--- src/rtl/gb_fb_writer_if.sv ---
// Framebuffer write port shared between the pixel writer and the framebuffer.
// The writer side drives the request, address and data. The framebuffer side
// answers with ready.
interface gb_fb_writer_if;
    logic        fb_wr_en;
    logic [14:0] fb_wr_addr;
    logic [11:0] fb_wr_data;
    logic        fb_wr_ready;

    modport master (
        output fb_wr_en,
        output fb_wr_addr,
        output fb_wr_data,
        input  fb_wr_ready
    );

    modport slave (
        input  fb_wr_en,
        input  fb_wr_addr,
        input  fb_wr_data,
        output fb_wr_ready
    );
endinterface

--- src/rtl/gb_fb_writer.sv ---
// Game Boy PPU pixel stream to linear RGB444 framebuffer writer.
// Pixels are mapped through a 4-entry palette and tagged with address y*H_PIX+x.
// They are queued in a small first-word-fall-through buffer that drains into a
// framebuffer write port. That port can stall.
// Line and frame geometry errors and buffer overflows are reported through
// sticky flags.
module gb_fb_writer #(
    parameter int          H_PIX      = 160,
    parameter int          V_PIX      = 144,
    parameter int          FIFO_DEPTH = 4,
    parameter logic [11:0] PAL0       = 12'hFFF,
    parameter logic [11:0] PAL1       = 12'hAAA,
    parameter logic [11:0] PAL2       = 12'h555,
    parameter logic [11:0] PAL3       = 12'h000
) (
    input  logic                  fclk,
    input  logic                  fclk_rst_b,
    input  logic                  pix_valid,
    input  logic [1:0]            pix_shade,
    input  logic                  pix_hsync,
    input  logic                  pix_vsync,
    gb_fb_writer_if.master        fb,
    output logic                  frame_done,
    output logic                  err_overflow,
    output logic                  err_geom
);

    localparam int XW = $clog2(H_PIX + 1);
    localparam int YW = $clog2(V_PIX + 1);
    localparam int AW = $clog2(FIFO_DEPTH);

    localparam logic [XW-1:0] H_MAX  = XW'(H_PIX);
    localparam logic [YW-1:0] V_MAX  = YW'(V_PIX);
    localparam logic [14:0]   H_STEP = 15'(H_PIX);

    typedef enum logic [1:0] {
        S_IDLE,
        S_ACTIVE,
        S_DRAIN
    } state_t;

    state_t        state_q, state_d;
    logic [XW-1:0] x_q, x_d;
    logic [YW-1:0] y_q, y_d;
    logic [14:0]   base_q, base_d;
    logic          pend_q, pend_d;
    logic          eov_q, eov_d;
    logic          egeo_q, egeo_d;

    logic [14:0]   mem_addr [FIFO_DEPTH];
    logic [11:0]   mem_data [FIFO_DEPTH];
    logic [AW:0]   wptr_q, rptr_q;

    logic          fifo_empty, fifo_full, pop, push, push_req;
    logic [14:0]   push_addr;
    logic [11:0]   push_data;

    function automatic logic [11:0] shadeRgb(input logic [1:0] s);
        case (s)
            2'd0:    shadeRgb = PAL0;
            2'd1:    shadeRgb = PAL1;
            2'd2:    shadeRgb = PAL2;
            default: shadeRgb = PAL3;
        endcase
    endfunction

    assign fifo_empty = (wptr_q == rptr_q);
    assign fifo_full  = (wptr_q[AW] != rptr_q[AW]) && (wptr_q[AW-1:0] == rptr_q[AW-1:0]);
    assign pop        = !fifo_empty && fb.fb_wr_ready;
    // A full buffer still accepts a pixel when its head leaves in the same cycle.
    assign push       = push_req && (!fifo_full || pop);

    // Outputs read as zero whenever nothing is queued, so stale slot contents never show.
    assign fb.fb_wr_en   = !fifo_empty;
    assign fb.fb_wr_addr = fifo_empty ? 15'd0 : mem_addr[rptr_q[AW-1:0]];
    assign fb.fb_wr_data = fifo_empty ? 12'd0 : mem_data[rptr_q[AW-1:0]];
    assign frame_done    = (state_q == S_DRAIN) && fifo_empty;
    assign err_overflow  = eov_q;
    assign err_geom      = egeo_q;

    // Next-state logic. Within a cycle, vsync is applied first, then the pixel, then hsync.
    always_comb begin
        state_d   = state_q;
        x_d       = x_q;
        y_d       = y_q;
        base_d    = base_q;
        pend_d    = pend_q;
        egeo_d    = egeo_q;
        push_req  = 1'b0;
        push_addr = 15'd0;
        push_data = 12'd0;
        case (state_q)
            S_IDLE: begin
                if (pix_vsync) begin
                    state_d = S_ACTIVE;
                    x_d     = '0;
                    y_d     = '0;
                    base_d  = 15'd0;
                end
            end
            S_ACTIVE: begin
                if (pix_vsync) begin
                    if (x_q != '0 || y_q != '0) egeo_d = 1'b1;
                    x_d    = '0;
                    y_d    = '0;
                    base_d = 15'd0;
                end
                if (pix_valid) begin
                    if (x_d < H_MAX) begin
                        push_req  = 1'b1;
                        push_addr = base_d + 15'(x_d);
                        push_data = shadeRgb(pix_shade);
                        x_d       = x_d + 1'b1;
                    end else begin
                        egeo_d = 1'b1;
                    end
                end
                if (pix_hsync) begin
                    if (x_d != H_MAX) egeo_d = 1'b1;
                    x_d    = '0;
                    y_d    = y_d + 1'b1;
                    base_d = base_d + H_STEP;
                    if (y_d == V_MAX) state_d = S_DRAIN;
                end
            end
            S_DRAIN: begin
                if (pix_valid) egeo_d = 1'b1;
                if (fifo_empty) begin
                    state_d = (pend_q || pix_vsync) ? S_ACTIVE : S_IDLE;
                    pend_d  = 1'b0;
                    x_d     = '0;
                    y_d     = '0;
                    base_d  = 15'd0;
                end else if (pix_vsync) begin
                    pend_d = 1'b1;
                end
            end
            default: state_d = S_IDLE;
        endcase
        eov_d = eov_q | (push_req && fifo_full && !pop);
    end

    // Control registers and buffer pointers. Reset empties the buffer immediately.
    always_ff @(posedge fclk) begin
        if (!fclk_rst_b) begin
            state_q <= S_IDLE;
            x_q     <= '0;
            y_q     <= '0;
            base_q  <= 15'd0;
            pend_q  <= 1'b0;
            eov_q   <= 1'b0;
            egeo_q  <= 1'b0;
            wptr_q  <= '0;
            rptr_q  <= '0;
        end else begin
            state_q <= state_d;
            x_q     <= x_d;
            y_q     <= y_d;
            base_q  <= base_d;
            pend_q  <= pend_d;
            eov_q   <= eov_d;
            egeo_q  <= egeo_d;
            if (push) wptr_q <= wptr_q + 1'b1;
            if (pop)  rptr_q <= rptr_q + 1'b1;
        end
    end

    // Buffer storage. It needs no reset because the pointers decide what is valid.
    always_ff @(posedge fclk) begin
        if (push) begin
            mem_addr[wptr_q[AW-1:0]] <= push_addr;
            mem_data[wptr_q[AW-1:0]] <= push_data;
        end
    end

endmodule
--- src/flat_wrapper.sv ---
// flat-port wrapper written by rule: the top's interface ports become plain ports
module gb_fb_writer_flat 
#(
    parameter int          H_PIX      = 160,
    parameter int          V_PIX      = 144,
    parameter int          FIFO_DEPTH = 4,
    parameter logic [11:0] PAL0       = 12'hFFF,
    parameter logic [11:0] PAL1       = 12'hAAA,
    parameter logic [11:0] PAL2       = 12'h555,
    parameter logic [11:0] PAL3       = 12'h000
)
  (fclk, fclk_rst_b, pix_valid, pix_shade, pix_hsync, pix_vsync, frame_done, err_overflow, err_geom, fb_fb_wr_en, fb_fb_wr_addr, fb_fb_wr_data, fb_fb_wr_ready);
  gb_fb_writer_if fb_i ();
  input  logic fclk;
  input  logic fclk_rst_b;
  input  logic pix_valid;
  input  logic [1:0] pix_shade;
  input  logic pix_hsync;
  input  logic pix_vsync;
  output logic frame_done;
  output logic err_overflow;
  output logic err_geom;
  output wire logic [$bits(fb_i.fb_wr_en)-1:0] fb_fb_wr_en;
  output wire logic [$bits(fb_i.fb_wr_addr)-1:0] fb_fb_wr_addr;
  output wire logic [$bits(fb_i.fb_wr_data)-1:0] fb_fb_wr_data;
  input wire logic [$bits(fb_i.fb_wr_ready)-1:0] fb_fb_wr_ready;
  assign fb_fb_wr_en = fb_i.fb_wr_en;
  assign fb_fb_wr_addr = fb_i.fb_wr_addr;
  assign fb_fb_wr_data = fb_i.fb_wr_data;
  assign fb_i.fb_wr_ready = fb_fb_wr_ready;
  gb_fb_writer #(.H_PIX(H_PIX), .V_PIX(V_PIX), .FIFO_DEPTH(FIFO_DEPTH), .PAL0(PAL0), .PAL1(PAL1), .PAL2(PAL2), .PAL3(PAL3)) u_core (.fclk(fclk), .fclk_rst_b(fclk_rst_b), .pix_valid(pix_valid), .pix_shade(pix_shade), .pix_hsync(pix_hsync), .pix_vsync(pix_vsync), .fb(fb_i), .frame_done(frame_done), .err_overflow(err_overflow), .err_geom(err_geom));
endmodule
--- config.mk ---
export PLATFORM = sky130hd
export DESIGN_NAME = gb_fb_writer_flat
export DESIGN_NICKNAME = d
export VERILOG_FILES = /design/src/rtl/gb_fb_writer_if.sv /design/src/rtl/gb_fb_writer.sv /design/src/flat_wrapper.sv
export SDC_FILE = /design/constraint.sdc
export NUM_CORES = 1
export LEC_CHECK = 0
export CAP_MARGIN = 10
export CORE_UTILIZATION = 30
export CTS_BUF_LIST = sky130_fd_sc_hd__clkbuf_16
export CTS_CLUSTER_SIZE = 12
export DETAILED_ROUTE_END_ITERATION = 7
export PLACE_DENSITY = 0.43
export SYNTH_ARGS = -nofsm -noshare
export SYNTH_HDL_FRONTEND = slang
export SYNTH_SLANG_ARGS = --single-unit
--- constraint.sdc ---
create_clock -name fclk -period 6.3 [get_ports fclk]
set_input_delay 0.945 -clock fclk [delete_from_list [all_inputs] [get_ports fclk]]
set_output_delay 0.945 -clock fclk [all_outputs]
set_load 0.02 [all_outputs]
==> results.md <==
- Clock Latency Late Sink: 360 ps
- Seq/Total Area, Yosys: about half
- Final clock skew: ~13 ps
- R2R setup slack: between 3000 and 4000 ps
- Total global-route track usage: 14.8%
- First-pass GRT wire length: 23,000 um
- Routability cong.: 0.822
- Number of diodes: 0
- CP Class: reg -> out
- Yosys reg bits: around 110
- Placed Instance Area: 6520 um^2
- Slew Limit Fails: 0
- Area growth from synthesis to layout: 14.1%
- Post-CTS Setup Repair Bufs: 0
- YS warnings: 0
- CP Max Fanout: 17
- Total CTS buffers: 9
- Clk root buf: clkbuf_16
- Dpl ws: 2590 ps
- R2r startpoint: u_core.state_q[0]
- Number of global-route vias before repair: ~4,200
- Vias per cell: 4.97
- Final Hold Viols: 0
- Mapped Cells: 571
- CTS tree: yes
- Max Root-Sink Buffers: 2
- PD cells: 335 nW/um^2
- Setup ws final: 2900 ps
- Syn nets: 594
- DR WL/cell: 16.8 um
- Largest delay share family, worst path: flip-flops
- Clk sinks: 112
- Area share of the largest cell type after synthesis: 34.0%
- Worst vdd ir: approximately 130 uV
- CP Buf/Inv Count: 1
- Critical path, cell by cell: mux4_2 > and2_1 > clkdlybuf4s50_1
- Crit end category: output pin
- Cts repair resizes: 0
- Period utilization: roughly 54%
- Die X: 144 um
- Worst min-delay path class: reg -> reg
- CP peak stage delay: a little under 900 ps
- Count leader, synth: edfxtp_1
- Post-layout util: around a third
- Slew @ Worst Pin: ~950 ps
- RSZ-0062 raised after global routing: no
- Total gr overflow: 0
- Status: completed
- Final setup fails: 0
- Via count: 4,239
- Synthesized area per cell: 10.5 um^2
- Detailed placement HPWL: 10,000 um
- Nets@finish: between 600 and 700
- IO Count: 39
- Post-synth top cells: edfxtp_1, nor2_1, dfxtp_1
- Slowest CP cell: dfxtp_1
- Routed WL: between 10,000 and 15,000 um
- Sum Neg Setup Slack: 0 ps
- Synth unique cells: between 70 and 80
- Antenna violations before repair: 0
- Top_reg_cell synth: edfxtp_1
- Drt first pass iters: 7
- Post-layout instance area: about 6900 um^2
- Synth top area cells: edfxtp_1, dfxtp_1, mux4_2
- CP arrival: 2450 ps
- R2r endpoint: u_core.mem_addr[3][9]
- IO buf count: 38
- Die Ht: approximately 140 um
- Pin count of the biggest net entering global routing: 49
- Layout cells sized above 1: 12.8%
- WP data required: 5350 ps
- CP Capture Point: fb_fb_wr_data[5]
- Post-synth ARST share: 0%
- Leak Pwr: 2.21 nW
- Post-synth top area cell: edfxtp_1
- Initial DRC Count: 222
- Max Clock Freq: approximately 290 MHz
- Tmin final: 3400 ps
- Starting Density: between 30% and 40%
- Slew headroom: 36.7%
- Core footprint: 19,500 um^2
- CTS clk-pin slew, worst paths: 80 ps
- H-tree depth: 3
- Mapped Area: approximately 6000 um^2
- Worst Setup Start Kind: flip-flop
- Max-cap violation count: 0
- DR DRC count: 0
- R2R depth: 5
- CTS Hold Buffers Added: 0
- DRT antenna net count: 0
- Full die area: 20,600 um^2
- Cell row count: 51
- Number of synthesized flops with an enable pin: 68
- Crit path depth: 3
-- area by class of cell --
type | count | area, um^2
clock buffer | 9 | 225
clock inverter | 7 | 106
fill | 1996 | 12700
inverter | 24 | 90.1
multi-input combinational | 394 | 2770
sequential | 112 | 2920
tap | 265 | 332
timing repair buffer | 42 | 405
-- cell families after synthesis --
group / Yosys count / synth area share, %
xor+xnor: 24 / 3.87
simple gates: 218 / 18.7
mux: 20 / 6.89
buf+inv: 65 / 5.19
fa+ha+maj: 16 / 3.31
compound gates: 116 / 13.3
flops: 112 / 48.6
-- flip-flops by register name, summed over array words and instances, names as in the netlist, named ones only --
| name | cells |
|---|---|
| u_core.mem_addr | 60 |
| u_core.base_q | 15 |
| u_core.mem_data | 8 |
| u_core.x_q | 8 |
| u_core.y_q | 8 |
| u_core.rptr_q | 3 |
| u_core.wptr_q | 3 |
| u_core.state_q | 2 |
| u_core.err_geom | 1 |
| u_core.err_overflow | 1 |
| u_core.pend_q | 1 |
-- cell usage in the layout (no fill, tap or decap), types with 15 or more instances in the layout --
| cell | n |
|---|---|
| nor2_1 | 62 |
| nand3_1 | 18 |
| o21ai_0 | 22 |
| clkdlybuf4s50_1 | 37 |
| mux4_2 | 17 |
| dfxtp_1 | 44 |
| nand2_1 | 42 |
| inv_1 | 22 |
| a21oi_1 | 31 |
| ha_1 | 15 |
| edfxtp_1 | 68 |
| and2_1 | 25 |
-- how the worst min path moves through the flow --
stage | startpoint | depth (start not counted) | slack [ps] | to
floorplan | u_core.base_q[0] | 2 | 430 | u_core.base_q[0]
global placement | u_core.base_q[0] | 2 | 460 | u_core.base_q[0]
detailed placement | u_core.base_q[0] | 2 | 460 | u_core.base_q[0]
CTS | u_core.base_q[0] | 2 | 470 | u_core.base_q[0]
global route | u_core.base_q[0] | 2 | 500 | u_core.base_q[0]
finish | u_core.base_q[0] | 2 | 470 | u_core.base_q[0]
-- worst reg2reg max path, stage by stage, from the launching register on --
cell and delay [ps]:
dfxtp_1 410, ha_1 530, o211ai_1 160, buf_4 240
nor2_1 310, and2_1 810
-- through the flow --
stage               hold slack [ps]  instances  total power [mW]
finish                          467        853              2.30
global route                    504        853              2.43
CTS                             470        853              2.34
detailed placement              457        837              1.69
global placement                456        837              1.68
floorplan                       434        571              1.43
-- routing by layer --
layer / track usage [%] / routed length (um)
met1: 19.4 / 6990
met2: 24.9 / 6870
met3: 2.10 / 342
met4: 5.38 / 161
met5: 0 / 0
-- power by group --
part	internal [mW]	total, mW	switching (mW)
Sequential	0.822	0.863	0.0410
Clock	0.356	0.642	0.286
Combinational	0.336	0.791	0.455
Note: power is estimated with default switching activity, not from simulation.
